### src/rtl/backward_update.sv
// backward_update: SGD backprop and weight-update engine for the 2-4-1 XOR net.
// Optional err_out port (last output error) is enabled by BACKWARD_ERR_OUT_EN.

module Floating_Point_Adder (
  input  logic [31:0] i_a,
  input  logic [31:0] i_b,
  output logic [31:0] o_y
);
  logic [31:0]       w_x, w_s;
  logic [7:0]        w_d;
  logic [26:0]       w_mx, w_my, w_ms, w_n;
  logic [27:0]       w_sum;
  logic [4:0]        w_lz;
  logic              w_up;
  logic [24:0]       w_r;
  logic signed [9:0] w_e;

  // align, add or subtract, normalise, round to nearest even; denormals flush
  always_comb begin
    if (i_b[30:0] > i_a[30:0]) begin
      w_x = i_b;
      w_s = i_a;
    end else begin
      w_x = i_a;
      w_s = i_b;
    end
    w_d  = w_x[30:23] - w_s[30:23];
    w_mx = {1'b1, w_x[22:0], 3'b000};
    w_my = (w_s[30:23] == 8'd0) ? 27'd0 : {1'b1, w_s[22:0], 3'b000};
    if (w_d > 8'd26)
      w_ms = {26'd0, |w_my};
    else
      w_ms = (w_my >> w_d)
           | {26'd0, |(w_my & ~({27{1'b1}} << w_d))};
    if (w_x[31] ^ w_s[31])
      w_sum = {1'b0, w_mx} - {1'b0, w_ms};
    else
      w_sum = {1'b0, w_mx} + {1'b0, w_ms};
    w_lz = 5'd0;
    for (int i = 0; i < 27; i++)
      if (w_sum[i]) w_lz = 5'(26 - i);
    w_e = $signed({2'b00, w_x[30:23]});
    if (w_sum[27]) begin
      w_n = {w_sum[27:2], w_sum[1] | w_sum[0]};
      w_e = w_e + 10'sd1;
    end else begin
      w_n = w_sum[26:0] << w_lz;
      w_e = w_e - $signed({5'd0, w_lz});
    end
    w_up = w_n[2] & (w_n[1] | w_n[0] | w_n[3]);
    w_r  = {1'b0, w_n[26:3]} + {24'd0, w_up};
    if (w_r[24]) w_e = w_e + 10'sd1;
    o_y = {w_x[31], w_e[7:0], w_r[24] ? w_r[23:1] : w_r[22:0]};
    if (w_x[30:23] == 8'd0)
      o_y = {w_x[31] & w_s[31], 31'd0};
    else if (w_sum == 28'd0)
      o_y = 32'd0;
    else if (w_e <= 10'sd0)
      o_y = {w_x[31], 31'd0};
    else if (w_e >= 10'sd255)
      o_y = {w_x[31], 8'hFF, 23'd0};
  end
endmodule

module Floating_Point_Multiplier (
  input  logic [31:0] i_a,
  input  logic [31:0] i_b,
  output logic [31:0] o_y
);
  logic [47:0]       w_p;
  logic [23:0]       w_m;
  logic              w_g, w_st, w_sg;
  logic [24:0]       w_r;
  logic signed [9:0] w_e;

  // 24x24 mantissa product, normalise, round to nearest even; denormals flush
  always_comb begin
    w_sg = i_a[31] ^ i_b[31];
    w_p  = 48'({1'b1, i_a[22:0]}) * 48'({1'b1, i_b[22:0]});
    w_e  = $signed({2'b00, i_a[30:23]})
         + $signed({2'b00, i_b[30:23]}) - 10'sd127;
    if (w_p[47]) begin
      w_m  = w_p[47:24];
      w_g  = w_p[23];
      w_st = |w_p[22:0];
      w_e  = w_e + 10'sd1;
    end else begin
      w_m  = w_p[46:23];
      w_g  = w_p[22];
      w_st = |w_p[21:0];
    end
    w_r = {1'b0, w_m} + {24'd0, w_g & (w_st | w_m[0])};
    if (w_r[24]) w_e = w_e + 10'sd1;
    o_y = {w_sg, w_e[7:0], w_r[24] ? w_r[23:1] : w_r[22:0]};
    if (i_a[30:23] == 8'd0 || i_b[30:23] == 8'd0 || w_e <= 10'sd0)
      o_y = {w_sg, 31'd0};
    else if (w_e >= 10'sd255)
      o_y = {w_sg, 8'hFF, 23'd0};
  end
endmodule

module backward_update #(
  parameter logic [31:0] LR = 32'h3F000000
) (
  input  logic         clk,
  input  logic         rst,
  input  logic         start,
  input  logic         p_1,
  input  logic         p_2,
  input  logic         target,
  input  logic [127:0] h_in,
  input  logic [31:0]  y_in,
  input  logic [4:0]   rd_addr,
  output logic [31:0]  rd_data,
`ifdef BACKWARD_ERR_OUT_EN
  output logic [31:0]  err_out,
`endif
  output logic         busy,
  output logic         done
);
  localparam logic [31:0] ONE = 32'h3F800000;
  localparam logic [31:0] RST_VAL [17] = '{
    32'h3EF59C31, 32'hBE99EA21, 32'hBEF36E31, 32'h3FD109A5,
    32'hBDA6BBDB, 32'h3EE29AAC, 32'h3F30EE75, 32'h3FB25038,
    32'hBF1CF6D7, 32'h3D839D9E, 32'hBEC2C24C, 32'h3ECCB2DD,
    32'h3EEFD87D, 32'h3F6A6BC9, 32'h3F5A0A9B, 32'h3ED3C287,
    32'h3EA361BB};

  typedef enum logic [2:0] {
    S_IDLE, S_OUT_D, S_HID_D, S_UPD_O, S_UPD_H
  } state_t;

  state_t       r_st;
  logic [3:0]   r_sub;
  logic [1:0]   r_j;
  logic         r_x0, r_x1, r_tg;
  logic [127:0] r_h;
  logic [31:0]  r_y, r_e, r_om, r_m, r_d, r_g, r_t1, r_t2;
  logic [31:0]  r_gh [4];
  logic [31:0]  r_prm [17];
  logic [31:0]  w_aa, w_ab, w_ma, w_mb, w_add, w_mul, w_hj, w_ho;
  logic [4:0]   w_widx;
  logic [1:0]   w_k;

  function automatic logic [31:0] neg(input logic [31:0] v);
    return {~v[31], v[30:0]};
  endfunction

  Floating_Point_Adder u_add (.i_a(w_aa), .i_b(w_ab), .o_y(w_add));
  Floating_Point_Multiplier u_mul (.i_a(w_ma), .i_b(w_mb), .o_y(w_mul));

  assign rd_data = (rd_addr <= 5'd16) ? r_prm[rd_addr] : 32'd0;

  // route the current micro-op's operands to the shared adder and multiplier
  always_comb begin
    w_k    = (r_st == S_UPD_O) ? r_sub[2:1] : r_j;
    w_hj   = r_h[32*w_k +: 32];
    w_ho   = r_prm[{3'b010, w_k}];
    case (r_sub[1:0])
      2'd0:    w_widx = {3'b011, r_j};
      2'd1:    w_widx = {3'b000, r_j};
      default: w_widx = {3'b001, r_j};
    endcase
    w_aa = ONE;
    w_ab = 32'd0;
    w_ma = 32'd0;
    w_mb = 32'd0;
    unique case (r_st)
      S_OUT_D:
        case (r_sub)
          4'd0: begin w_aa = r_y; w_ab = neg(r_tg ? ONE : 32'd0); end
          4'd1: w_ab = neg(r_y);
          4'd2: begin w_ma = r_y; w_mb = r_om; end
          4'd3: begin w_ma = r_e; w_mb = r_m; end
          default: begin w_ma = LR; w_mb = r_d; end
        endcase
      S_HID_D:
        case (r_sub)
          4'd0: w_ab = neg(w_hj);
          4'd1: begin w_ma = w_hj; w_mb = r_t1; end
          4'd2: begin w_ma = r_d; w_mb = w_ho; end
          4'd3: begin w_ma = r_t1; w_mb = r_t2; end
          default: begin w_ma = LR; w_mb = r_t1; end
        endcase
      S_UPD_O:
        if (r_sub == 4'd8) begin
          w_aa = r_prm[16];
          w_ab = neg(r_g);
        end else if (!r_sub[0]) begin
          w_ma = r_g;
          w_mb = w_hj;
        end else begin
          w_aa = w_ho;
          w_ab = neg(r_t1);
        end
      S_UPD_H: begin
        w_aa = r_prm[w_widx];
        w_ab = neg(r_gh[r_j]);
      end
      default: ;
    endcase
  end

  // sequencer: one micro-op per cycle, results committed on the same edge
  always_ff @(posedge clk or posedge rst) begin
    if (rst) begin
      r_st  <= S_IDLE;
      r_sub <= '0;
      r_j   <= '0;
      busy  <= 1'b0;
      done  <= 1'b0;
      r_x0  <= 1'b0;
      r_x1  <= 1'b0;
      r_tg  <= 1'b0;
      r_h   <= '0;
      r_y   <= '0;
      r_e   <= '0;
      r_om  <= '0;
      r_m   <= '0;
      r_d   <= '0;
      r_g   <= '0;
      r_t1  <= '0;
      r_t2  <= '0;
      for (int k = 0; k < 4; k++) r_gh[k] <= '0;
      for (int k = 0; k < 17; k++) r_prm[k] <= RST_VAL[k];
`ifdef BACKWARD_ERR_OUT_EN
      err_out <= '0;
`endif
    end else begin
      done <= 1'b0;
      unique case (r_st)
        S_IDLE:
          if (start) begin
            r_x0  <= p_1;
            r_x1  <= p_2;
            r_tg  <= target;
            r_h   <= h_in;
            r_y   <= y_in;
            busy  <= 1'b1;
            r_sub <= '0;
            r_j   <= '0;
            r_st  <= S_OUT_D;
          end
        S_OUT_D: begin
          case (r_sub)
            4'd0:    r_e  <= w_add;
            4'd1:    r_om <= w_add;
            4'd2:    r_m  <= w_mul;
            4'd3:    r_d  <= w_mul;
            default: r_g  <= w_mul;
          endcase
          if (r_sub == 4'd4) begin
            r_sub <= '0;
            r_st  <= S_HID_D;
`ifdef BACKWARD_ERR_OUT_EN
            err_out <= r_e;
`endif
          end else begin
            r_sub <= r_sub + 4'd1;
          end
        end
        S_HID_D: begin
          case (r_sub)
            4'd0:    r_t1 <= w_add;
            4'd1:    r_t1 <= w_mul;
            4'd2:    r_t2 <= w_mul;
            4'd3:    r_t1 <= w_mul;
            default: r_gh[r_j] <= w_mul;
          endcase
          if (r_sub == 4'd4) begin
            r_sub <= '0;
            r_j   <= r_j + 2'd1;
            if (r_j == 2'd3) r_st <= S_UPD_O;
          end else begin
            r_sub <= r_sub + 4'd1;
          end
        end
        S_UPD_O: begin
          if (r_sub == 4'd8) begin
            r_prm[16] <= w_add;
            r_sub     <= '0;
            r_st      <= S_UPD_H;
          end else begin
            if (!r_sub[0]) r_t1 <= w_mul;
            else r_prm[{3'b010, r_sub[2:1]}] <= w_add;
            r_sub <= r_sub + 4'd1;
          end
        end
        S_UPD_H: begin
          if (r_sub == 4'd0 || (r_sub == 4'd1 && r_x0) ||
              (r_sub == 4'd2 && r_x1))
            r_prm[w_widx] <= w_add;
          if (r_sub == 4'd2) begin
            r_sub <= '0;
            r_j   <= r_j + 2'd1;
            if (r_j == 2'd3) begin
              r_st <= S_IDLE;
              busy <= 1'b0;
              done <= 1'b1;
            end
          end else begin
            r_sub <= r_sub + 4'd1;
          end
        end
        default: r_st <= S_IDLE;
      endcase
    end
  end
endmodule

### config.mk
export PLATFORM = sky130hd
export DESIGN_NAME = backward_update
export DESIGN_NICKNAME = d
export VERILOG_FILES = /design/src/rtl/backward_update.sv
export SDC_FILE = /design/constraint.sdc
export NUM_CORES = 2
export LEC_CHECK = 0
export CORE_ASPECT_RATIO = 0.7
export CORE_MARGIN = 1
export CORE_UTILIZATION = 40
export CTS_BUF_LIST = sky130_fd_sc_hd__clkbuf_8
export CTS_CLUSTER_SIZE = 10
export DETAILED_ROUTE_END_ITERATION = 16
export PLACE_DENSITY = 0.57
export SYNTH_ARGS = -nofsm -noshare
export SYNTH_HDL_FRONTEND = slang
export SYNTH_SLANG_ARGS = --single-unit
### constraint.sdc
create_clock -name clk -period 81.9 [get_ports clk]
set_clock_uncertainty 0.15 [all_clocks]
set_input_delay 8.19 -clock clk [delete_from_list [all_inputs] [get_ports clk]]
set_output_delay 8.19 -clock clk [all_outputs]
set_load 0.1 [all_outputs]
==> results.yml <==
cts:
  clock_path_buffers: 4
  clk_latency_ps: 970
  cts_resized: 0
  cts-root-buf: "clkbuf_8"
  cts_tree: "done"
  cts_buffers: 187
  clock-sinks: 1070
  htree_levels: 4
  post_cts_buffers: 0
  clk_pin_slew_ps: 60
  cts_hold_buf: 0
timing:
  hold_viol_final: 0
  drv_slew: 0
  min_period_ps: 22010
  hold_ws_ps: 321
  setup_viol: 0
  setup_tns_ps: 0
  maxSlewHeadroom_pct: 4.88
  rsz0062_at_grt: "no"
  min_period_over_period_pct: 26.9
  tightest_slew_ps: 1410
  clock.fmax_mhz: 45.4
synth:
  synth_flop_cell: "dfrtp_1"
  synth_edf_count: 0
  post-synth-top-count-cell: "nand2_1"
  ys_warn_count: 0
  syn_inst: 9467
  synth_seq_cells: 1070
  yosysTopAreaCell: "dfrtp_1"
  async_reset_ff_share_pct: 100
  synth-seq-area-share_pct: 31.0
  synth_cell_type_count: 128
  netlist.area_leader.share_pct: 21.6
  synth_fp_nets: 10400
  syn_area_per_cell_sq_um: 9.27
  synth.area.top_cells: "dfrtp_1 (22%), fa_1 (11%), dfstp_2 (9.3%)"
  synth_common_cells: "nand2_1 (1,766), o21ai_0 (939), dfrtp_1 (759)"
  synth_area_sq_um: 87700
critical_path:
  path_max_fanout: 48
  reg2reg_from: "r_j[0]"
  worst_r2r_path_depth: 64
  r2r_setup_slack_ps: 59890
  crit_end: "r_om[3]"
  reg2reg_to: "r_om[3]"
  critical_path_class: "flop to flop"
  slowest_stage: "nand3_1"
  cp-startpoint: "r_j[0]"
  crit_path_start_kind: "flop"
  required_ps: 82510
  cp-end-kind: "flop"
  cp.arrival_ps: 22620
  cp_slowest_stage_delay_ps: 1000
route:
  drc_errors: 0
  routed_wl_um: 366000
  drtIter0Drc: 9926
  wl_met2_um: 148000
  wl_per_cell_um: 29.5
  vias_per_cell: 6.23
  wl_met1_um: 158000
  num_vias: 77400
  ant_nets: 0
  routed-wl-met3_um: 43700
  maxUsedRoutingLayer: "met5"
  drt_pass1_iterations: 8
place:
  place_congestion: 1.00
  postPlaceCellArea_sq_um: 92600
  portBuffers: 204
  dp_hpwl_um: 261000
floorplanning:
  fp.dieArea_sq_um: 221000
  std_cell_rows: 143
  die_w_um: 562
  core_sq_um: 218000
  start_util_pct: 40.3
  ios: 205
  fp.dieH_um: 394
global_routing:
  antenna_found_initial: 9
  grt_max_degree: 156
  gr-usage-all-layers_pct: 32.7
  grt_pass1_vias: 75600
  grt-ovfl-total: 0
  grt_pass1_wl_um: 535000
layout:
  fin_util_pct: 44.3
  fillers: 21100
  nets: 10300
  multi_input_area_sq_um: 55400
  drive_gt1_share_pct: 16.2
  fin_area_sq_um: 96400
  area_growth_pct: 9.86
  regArea_sq_um: 27200
hold_path:
  hp-class: "flop to flop"
outcome:
  status: "complete, no violations"
run:
  drv_cap: 0
## cells by family after synthesis
| logic type | after synthesis | share of synthesized area [%] |
|---|---|---|
| AO/OA/AOI/OAI | 2206 | 15.9 |
| XOR/XNOR | 142 | 1.43 |
| adder cells (fa/ha/maj) | 769 | 15.1 |
| buffers and inverters | 1412 | 6.53 |
| flip-flops | 1070 | 31.0 |
| multiplexers | 922 | 15.4 |
| AND/OR/NAND/NOR | 2946 | 14.6 |
## layout make-up
class	count	share of cell area, %
multi-input cells	6985	57.4
flip-flops and latches	1070	28.2
repair buffers	435	3.93
well taps	2900	3.76
clock buffers	233	3.33
inverters	703	2.75
clock inverters	103	0.605
diodes	3	0.00779
## worst min-delay path by stage
stage               start          to  slack, ps  depth (start not counted)
6_report       r_prm[392]  r_prm[392]        320                          2
2_1_floorplan    r_gh[32]    r_gh[32]        290                          2
3_5_place_dp   r_prm[480]  r_prm[480]        310                          2
5_1_grt         r_prm[83]   r_prm[83]        340                          2
4_1_cts        r_prm[512]  r_prm[512]        320                          2
3_3_place_gp     r_gh[61]    r_gh[61]        310                          2
## cell usage in the layout (no fill, tap or decap), drive strengths merged, types with 63 or more instances in the layout
master            n
dfstp           311
inv             776
clkbuf          233
fa              485
clkdlybuf4s50   200
mux4            317
nand3           130
nand2          1767
buf             235
o21ai          1051
a22oi           104
and2             86
mux2i           372
nor3            122
ha              284
mux2            233
a21oi           294
dfrtp           759
xnor2            90
nor2            472
o211ai           70
a221oi           63
## routing by layer
layer,vias to the layer above,track usage (%)
met5,-,0
met4,6,13.1
met3,728,9.31
met2,4583,45.4
met1,39100,47.6
li1,33000,-
## critical path, delay by kind of cell (launching register included)
family / cells / cell delay, ps
adders and majority gates: 4 / 990
AOI/OAI and AO/OA: 26 / 6260
xor gates and xnor gates: 1 / 660
DFF: 1 / 770
and+or+nand+nor: 19 / 7300
muxes: 5 / 1840
buffers and inverters: 9 / 3660
## flip-flops by register name, summed over array words and instances (netlist names), 32 cells and up
| signal | count |
|---|---|
| r_prm | 544 |
| r_gh | 128 |
| r_h | 128 |
| r_d | 32 |
| r_e | 32 |
| r_g | 32 |
| r_m | 32 |
| r_om | 32 |
| r_t1 | 32 |
| r_t2 | 32 |
| r_y | 32 |
## per-stage QoR
step           std cells  setup WS, ps
6_report           12400         59890
5_1_grt            12400         58750
4_1_cts            12400         60760
3_5_place_dp       12100         60810
3_3_place_gp       12100         60860
2_1_floorplan       9467         43950
Power is not shown: default switching activity piles up to over one toggle a cycle in this logic, so the estimate is an artifact.
